===== config.mk =====
export PLATFORM = sky130hd
export DESIGN_NAME = sram_stream_writer
export DESIGN_NICKNAME = d
export VERILOG_FILES = /design/src/rtl/sram_stream_writer_pkg.sv /design/src/rtl/sram_stream_writer.sv
export SDC_FILE = /design/constraint.sdc
export NUM_CORES = 1
export LEC_CHECK = 0
export ABC_AREA = 1
export ABC_CLOCK_PERIOD_IN_PS = 4300
export BUFFER_PORTS_ARGS = -buffer_cell sky130_fd_sc_hd__buf_2
export CAP_MARGIN = 0
export CORE_ASPECT_RATIO = 0.7
export CORE_MARGIN = 2
export CORE_UTILIZATION = 41
export DETAILED_ROUTE_END_ITERATION = 16
export HOLD_SLACK_MARGIN = 0.03
export PLACE_DENSITY = 0.64
export SETUP_SLACK_MARGIN = 0.05
export SYNTH_ARGS = -nofsm -noshare
export SYNTH_HDL_FRONTEND = slang
export SYNTH_SLANG_ARGS = --single-unit

===== constraint.sdc =====
create_clock -name clk -period 4.3 [get_ports clk]
set_input_delay 0.86 -clock clk [delete_from_list [all_inputs] [get_ports clk]]
set_output_delay 0.86 -clock clk [all_outputs]
set_load 0.005 [all_outputs]

===== src/rtl/sram_stream_writer_pkg.sv =====
// Shared types and geometry for the sky130 1 KB 1rw1r SRAM port wrappers.
// Used by the port-0 stream writer and the port-1 auto-incrementing reader.
package sram_stream_writer_pkg;

    localparam int unsigned SRAM_DATA_WIDTH = 32;
    localparam int unsigned SRAM_ADDR_WIDTH = 8;
    localparam int unsigned SRAM_NUM_WMASKS = SRAM_DATA_WIDTH / 8;
    localparam int unsigned SRAM_DEPTH      = 2 ** SRAM_ADDR_WIDTH;

    typedef enum logic [1:0] {
        StIdle   = 2'd0,
        StStream = 2'd1,
        StFill   = 2'd2
    } state_e;

endpackage


===== src/rtl/sram_stream_writer.sv =====
// Port-0 write sequencer for the 1rw1r SRAM: drains a valid/ready stream or fills a region
// with a constant pattern, issuing one registered write per accepted word.
module sram_stream_writer
    import sram_stream_writer_pkg::*;
#(
    parameter int unsigned NUM_WMASKS = SRAM_NUM_WMASKS,
    parameter int unsigned DATA_WIDTH = SRAM_DATA_WIDTH,
    parameter int unsigned ADDR_WIDTH = SRAM_ADDR_WIDTH
) (
    input  logic                  clk,
    input  logic                  rst,

    input  logic                  cmd_valid,
    input  logic                  cmd_fill,
    input  logic [ADDR_WIDTH-1:0] cmd_base,
    input  logic [ADDR_WIDTH:0]   cmd_len,
    input  logic [DATA_WIDTH-1:0] cmd_pattern,
    input  logic                  abort,

    input  logic                  s_valid,
    output logic                  s_ready,
    input  logic [DATA_WIDTH-1:0] s_data,
    input  logic [NUM_WMASKS-1:0] s_mask,

    output logic                  csb0,
    output logic                  web0,
    output logic [NUM_WMASKS-1:0] wmask0,
    output logic [ADDR_WIDTH-1:0] addr0,
    output logic [DATA_WIDTH-1:0] din0,

    output logic                  busy,
    output logic                  done,
    output logic                  aborted,
    output logic [ADDR_WIDTH:0]   words_written
);

    state_e                  state_q;
    logic [ADDR_WIDTH-1:0]   addr_cnt_q;
    logic [ADDR_WIDTH:0]     remaining_q;
    logic [DATA_WIDTH-1:0]   pattern_q;
    logic                    has_work;

    // A command stays busy for one extra cycle after its last step so that done and the
    // final write appear while busy is still high.
    assign has_work = (state_q != StIdle) && (remaining_q != '0);
    assign s_ready  = (state_q == StStream) && (remaining_q != '0);
    assign busy     = (state_q != StIdle);

    always_ff @(posedge clk) begin
        if (rst) begin
            state_q       <= StIdle;
            addr_cnt_q    <= '0;
            remaining_q   <= '0;
            pattern_q     <= '0;
            csb0          <= 1'b1;
            web0          <= 1'b1;
            wmask0        <= '0;
            addr0         <= '0;
            din0          <= '0;
            done          <= 1'b0;
            aborted       <= 1'b0;
            words_written <= '0;
        end else begin
            csb0    <= 1'b1;
            web0    <= 1'b1;
            done    <= 1'b0;
            aborted <= 1'b0;
            case (state_q)
                StIdle: begin
                    if (cmd_valid) begin
                        addr_cnt_q    <= cmd_base;
                        pattern_q     <= cmd_pattern;
                        // Zero length encodes the full depth of the macro.
                        remaining_q   <= (cmd_len == '0) ? {1'b1, {ADDR_WIDTH{1'b0}}} : cmd_len;
                        words_written <= '0;
                        state_q       <= cmd_fill ? StFill : StStream;
                    end
                end
                StStream, StFill: begin
                    if (!has_work) begin
                        state_q <= StIdle;
                    end else if (abort) begin
                        state_q <= StIdle;
                        aborted <= 1'b1;
                    end else if (state_q == StFill || s_valid) begin
                        csb0          <= 1'b0;
                        web0          <= 1'b0;
                        addr0         <= addr_cnt_q;
                        din0          <= (state_q == StFill) ? pattern_q : s_data;
                        wmask0        <= (state_q == StFill) ? {NUM_WMASKS{1'b1}} : s_mask;
                        addr_cnt_q    <= addr_cnt_q + ADDR_WIDTH'(1);
                        remaining_q   <= remaining_q - (ADDR_WIDTH + 1)'(1);
                        words_written <= words_written + (ADDR_WIDTH + 1)'(1);
                        done          <= (remaining_q == (ADDR_WIDTH + 1)'(1));
                    end
                end
                default: state_q <= StIdle;
            endcase
        end
    end

endmodule


# After elaboration in Yosys (flattened, before gate mapping)
# Index checks and enable logic that the tools add are counted.
[word_totals] reg_bits=107 inputBits=91 output_inout_bits=59 wordCells=67
[classes] add_sub_neg=3 n_eq_ne=8 n_mux=25 bitwise_logic=4 n_reduce_logical=16
[op_table] op="9-bit 2-to-1 mux" n=9
[op_table] op="9-bit one-hot mux with 2 select lines" n=2
[op_table] op="32-bit 2-to-1 mux" n=1
[op_table] op="8-bit 2-to-1 mux" n=4
[op_table] op="8-bit one-hot mux with 2 select lines" n=1
[op_table] op="9-bit by 1-bit adder with 9-bit output, second input constant" n=1
[op_table] op="9-bit by 1-bit == test with 1-bit output, second input constant" n=1
[op_table] op="9-bit logical NOT" n=1
[op_table] op="9-bit nonzero test" n=1
[op_table] op="9-bit by 1-bit subtractor with 9-bit output, second input constant" n=1
[op_table] op="8-bit by 1-bit adder with 8-bit output, second input constant" n=1
[op_table] op="2-bit 2-to-1 mux" n=4
[op_table] op="2-bit inequality test, second input constant" n=4
[op_table] op="5-bit AND reduction" n=1
[op_table] op="5-bit OR reduction" n=1
[op_table] op="4-bit 2-to-1 mux" n=1
[op_table] op="1-bit NOT" n=4
[op_table] op="2-bit one-hot mux with 2 select lines" n=1
[op_table] op="2-bit AND reduction" n=2
[op_table] op="4-bit AND reduction" n=1
[op_table] op="2-bit nonzero test" n=2
[op_table] op="4-bit OR reduction" n=1
[op_table] op="3-bit inequality test, second input constant" n=1
[op_table] op="3-bit OR reduction" n=1
[op_table] op="other kinds (7)" n=9

# Longest topological paths before layout
[logic_depth] depth_word=6 ltp_mapped=12 ltp_nobuf=11

# Worst setup path after synthesis
# No wires, ideal clock.
[synth_path] path_type="in2reg" startpoint="in rst" endpoint="reg words_written[6]" arrival_ns=1.747 required_ns=4.236 slack_ns=2.489 cell_stages=6 path_buffers=3 path_cell_list="buf_2 inv_1 buf_2 clkbuf_1 nand2_1 nor2_1"
[synth_rtl] element="start, declared" line_no="sram_stream_writer.sv:11" rtl="input logic rst,"
[synth_rtl] element="end signal, assigned" line_no="sram_stream_writer.sv:93" rtl="words_written <= words_written + (ADDR_WIDTH + 1)'(1);"
[synth_rtl] element="end, declared" line_no="sram_stream_writer.sv:34" rtl="output logic [ADDR_WIDTH:0] words_written"

# Worst setup path in the final report
[layout_path] startpoint="reg state_q[1]" endpoint="reg din0[27]"
[layout_via] elab_chain_cells=3 word_cells_on_any_way=8 classes_between="eq/ne: 2; mux: 1; reduce/logical: 5"
[layout_rtl] element="start, declared" line_no="sram_stream_writer.sv:37" rtl="state_e state_q;"
[layout_rtl] element="start signal, assigned" line_no="sram_stream_writer.sv:51" rtl="state_q <= StIdle;"
[layout_rtl] element="start signal, assigned" line_no="sram_stream_writer.sv:76" rtl="state_q <= cmd_fill ? StFill : StStream;"
[layout_rtl] element="start signal, assigned" line_no="sram_stream_writer.sv:81" rtl="state_q <= StIdle;"
[layout_rtl] element="2-bit by 1-bit == test with 1-bit output (tied with other cells)" line_no="sram_stream_writer.sv:68" rtl="case (state_q)"
[layout_rtl] element="2-bit OR reduction (tied with other cells)" line_no="sram_stream_writer.sv:68"
[layout_rtl] element="4-bit AND reduction (no source line)"
[layout_rtl] element="end signal, assigned" line_no="sram_stream_writer.sv:89" rtl="din0 <= (state_q == StFill) ? pattern_q : s_data;"
[layout_rtl] element="end, declared" line_no="sram_stream_writer.sv:29" rtl="output logic [DATA_WIDTH-1:0] din0,"
# Parallel ways exist; a longest one is shown, timed or not.
# A chain may end at the register's enable or synchronous reset.

==> impl_metrics.toml <==
[pwr]
power_frac_clock = 0.362
total_power_mw = 2.33
leakage_nw = 2.82
power_frac_seq = 0.469
power_density_mw_per_mm2 = 388
netSwitchingPower_mw = 0.667
power_frac_comb = 0.168
p_int_mw = 1.66
switching_share = 0.287
ir_drop_mv = 0.220

[synthesis]
synth.net_count = 762
syn_area_mm2 = 0.00493
synth.avg_cell_area_um2 = 7.44
netlist-cell-type-count = 29
syn_inst = 663
yosys_register_bits = 107
ys_seq_area_frac = 0.434
synth_warnings = 0

[clock_tree]
path_clk_slew_ns = 0.07
cts_hold_buf = 0
numCtsBuffers = 9
cts_tree = "done"
cts-root-buf = "clkbuf_16"
worstSkewPairLatency_ns = 0.34
numClockSinks = 107
cts_setup_buffers = 0
htreeDepth = 3
clk_path_buf_depth = 2
post_cts_resized = 0

[floorplanning]
die_width_um = 135
start_util = 0.421
die_y_um = 95.8
io_pins = 150
coreArea_mm2 = 0.0117
num_rows = 33
dieArea_mm2 = 0.0129

[global_routing]
grt_pass1_wl_um = 20200
grt_pass1_vias = 4086
antenna_found_initial = 0
grt_max_degree = 64
grt_usage = 0.195
overflow = 0

[setup_path]
r2r_start = "state_q[1]$_SDFFE_PP0P_"
worst-r2r-setup-slack_ns = 1.55
critPathMaxFanout = 63
cp.arrival_ns = 3.02
r2r_cells = 10
cp-start-kind = "flop"
cp.required_ns = 4.57
cp-end-kind = "flop"
critical_path_class = "flop to flop"
timing.rr.end = "din0[27]$_SDFFE_PP0P_"

[sta]
period_needed_ns = 2.75
tns_ns = 0
tightest_slew_ns = 1.08
fin_skew_ns = 0.00672
max_clock_freq_mhz = 364
setup_viol = 0
finalHoldViolCount = 0
slew_viol_final = 0
period_share = 0.639
rsz0062_at_grt = "false"
slew_headroom = 0.281

[place]
placed_cell_area_mm2 = 0.00568
dpl.hpwl_um = 9340
gp_congestion = 0.905
portBuffers = 149

[detailed_routing]
postRouteAntennaNets = 0
wl_per_cell_um = 13.7
drt_iter0_drc = 284
drc = 0
dr.pass1.iters = 5
drt_wl_total_um = 13000
via_count = 4734
viasPerCell = 4.99

[finish]
postLayoutCoreUtil = 0.511
antennaDiodeCount = 0
area_growth_pct = 21.6
drive_gt1_frac = 0.244
final_area_mm2 = 0.00600
layout.nets = 885

[run_status]
status = "complete, no violations"

[min_path]
hp-start = "remaining_q[8]$_SDFFE_PP0P_"
hold_end = "done$_SDFF_PP0_"
hold_path_class = "flop to flop"
whs_path_depth = 1

[job]
drv_cap = 0
registers in the layout, indices dropped and copies added, names as in the netlist:
signal,count
din0,32
web0,1
remaining_q,9
state_q,2
pattern_q,32
words_written,9
done,1
aborted,1
wmask0,4
addr0,8
addr_cnt_q,8
cells by family after synthesis:
logic type                 count (synthesis)  synth area share
DFF                                      107             0.434
AOI/OAI and AO/OA                        149             0.156
buffers and inverters                     82            0.0774
and+or+nand+nor                          282             0.242
adders and majority gates                  8            0.0203
muxes                                     33            0.0670
xor gates and xnor gates                   2           0.00355
stage by stage:
stage          cells  worst slack [ns]  hold slack (ns)
2_1_floorplan    663              2.49            0.435
3_3_place_gp     932              1.56            0.461
3_5_place_dp     932              1.44            0.469
4_1_cts          948              1.53            0.481
5_1_grt          948              1.26            0.505
6_report         948              1.55            0.483
layout by cell type (no fill, tap or decap), types with 3 or more instances in the layout:
master     Yosys  final
inv_2          5      6
nand2_2        4      4
buf_4          3      5
a21oi_1       56     56
ha_1           8      7
clkbuf_16      0      9
buf_2         14    149
o31ai_1        3      3
a21oi_2        3      3
nor2_1       106    106
nor3_1        11     11
or2_2          3      3
mux2i_1       33     33
nand2_1      110    110
nand2_4        3      3
nand3_1       39     39
o21ai_0       85     85
dfxtp_1      107    107
inv_1         35     34
cell usage after synthesis:
cell type	count	area, µm²
inv_2	5	18.8
nand2_4	3	33.8
nand3_1	39	195
a21boi_0	1	7.51
xnor2_1	2	17.5
buf_2	14	70.1
nand3_4	1	17.5
a21oi_2	3	26.3
nand2_2	4	25.0
o21ai_0	85	425
nand2_1	110	413
dfxtp_1	107	2140
inv_1	35	131
or2_2	3	18.8
o21bai_1	1	7.51
a21oi_1	56	280
buf_4	3	22.5
ha_1	8	100
buf_1	3	11.3
nor3_1	11	55.1
and3_1	1	6.26
clkbuf_1	16	60.1
mux2i_1	33	330
nor2_2	1	6.26
buf_6	6	67.6
nor2_1	106	398
nand4_1	2	12.5
nor2_4	1	11.3
o31ai_1	3	22.5
how the worst max path moves through the flow:
stage	start	end	slack (ns)
finish	state_q[1]$_SDFFE_PP0P_	din0[27]$_SDFFE_PP0P_	1.55
CTS	state_q[1]$_SDFFE_PP0P_	din0[20]$_SDFFE_PP0P_	1.53
detailed placement	abort	din0[20]$_SDFFE_PP0P_	1.44
global placement	abort	din0[20]$_SDFFE_PP0P_	1.56
floorplan	rst	words_written[6]$_SDFFE_PP0P_	2.49
global route	state_q[1]$_SDFFE_PP0P_	din0[13]$_SDFFE_PP0P_	1.26
worst max-delay path, stage by stage, from the launching register on:
cell	delay, ns
dfxtp_1	0.36
inv_1	0.07
ha_1	0.27
buf_4	0.23
nand2_1	0.10
nor2_2	0.12
nand3_4	0.17
inv_2	0.71
buf_4	0.38
o21ai_0	0.11
a21oi_1	0.14
layout make-up:
cell class / instances / area, µm²
multi-input cells: 474 / 2410
inverters: 40 / 150
fillers: 1157 / 5730
clock buffers: 9 / 225
well taps: 157 / 196
repair buffers: 154 / 783
flip-flops and latches: 107 / 2140
clock inverters: 7 / 87.6
power groups by stage:
| stage | Sequential, mW | Combinational [mW] | Clock [mW] |
|---|---|---|---|
| 2_1_floorplan | 1.10 | 0.293 | 0 |
| 3_3_place_gp | 1.11 | 0.382 | 0 |
| 3_5_place_dp | 1.11 | 0.391 | 0 |
| 4_1_cts | 1.09 | 0.393 | 0.865 |
| 5_1_grt | 1.10 | 0.444 | 0.905 |
| 6_report | 1.09 | 0.392 | 0.844 |
per-layer routing:
| layer | global-route usage | share of wire | up-vias |
|---|---|---|---|
| li1 | - | - | 2416 |
| met1 | 0.278 | 0.48 | 2166 |
| met2 | 0.299 | 0.44 | 140 |
| met3 | 0.0500 | 0.066 | 12 |
| met4 | 0.0408 | 0.0086 | 0 |
| met5 | 0 | 0 | - |
Note: power is estimated with default switching activity, not from simulation.
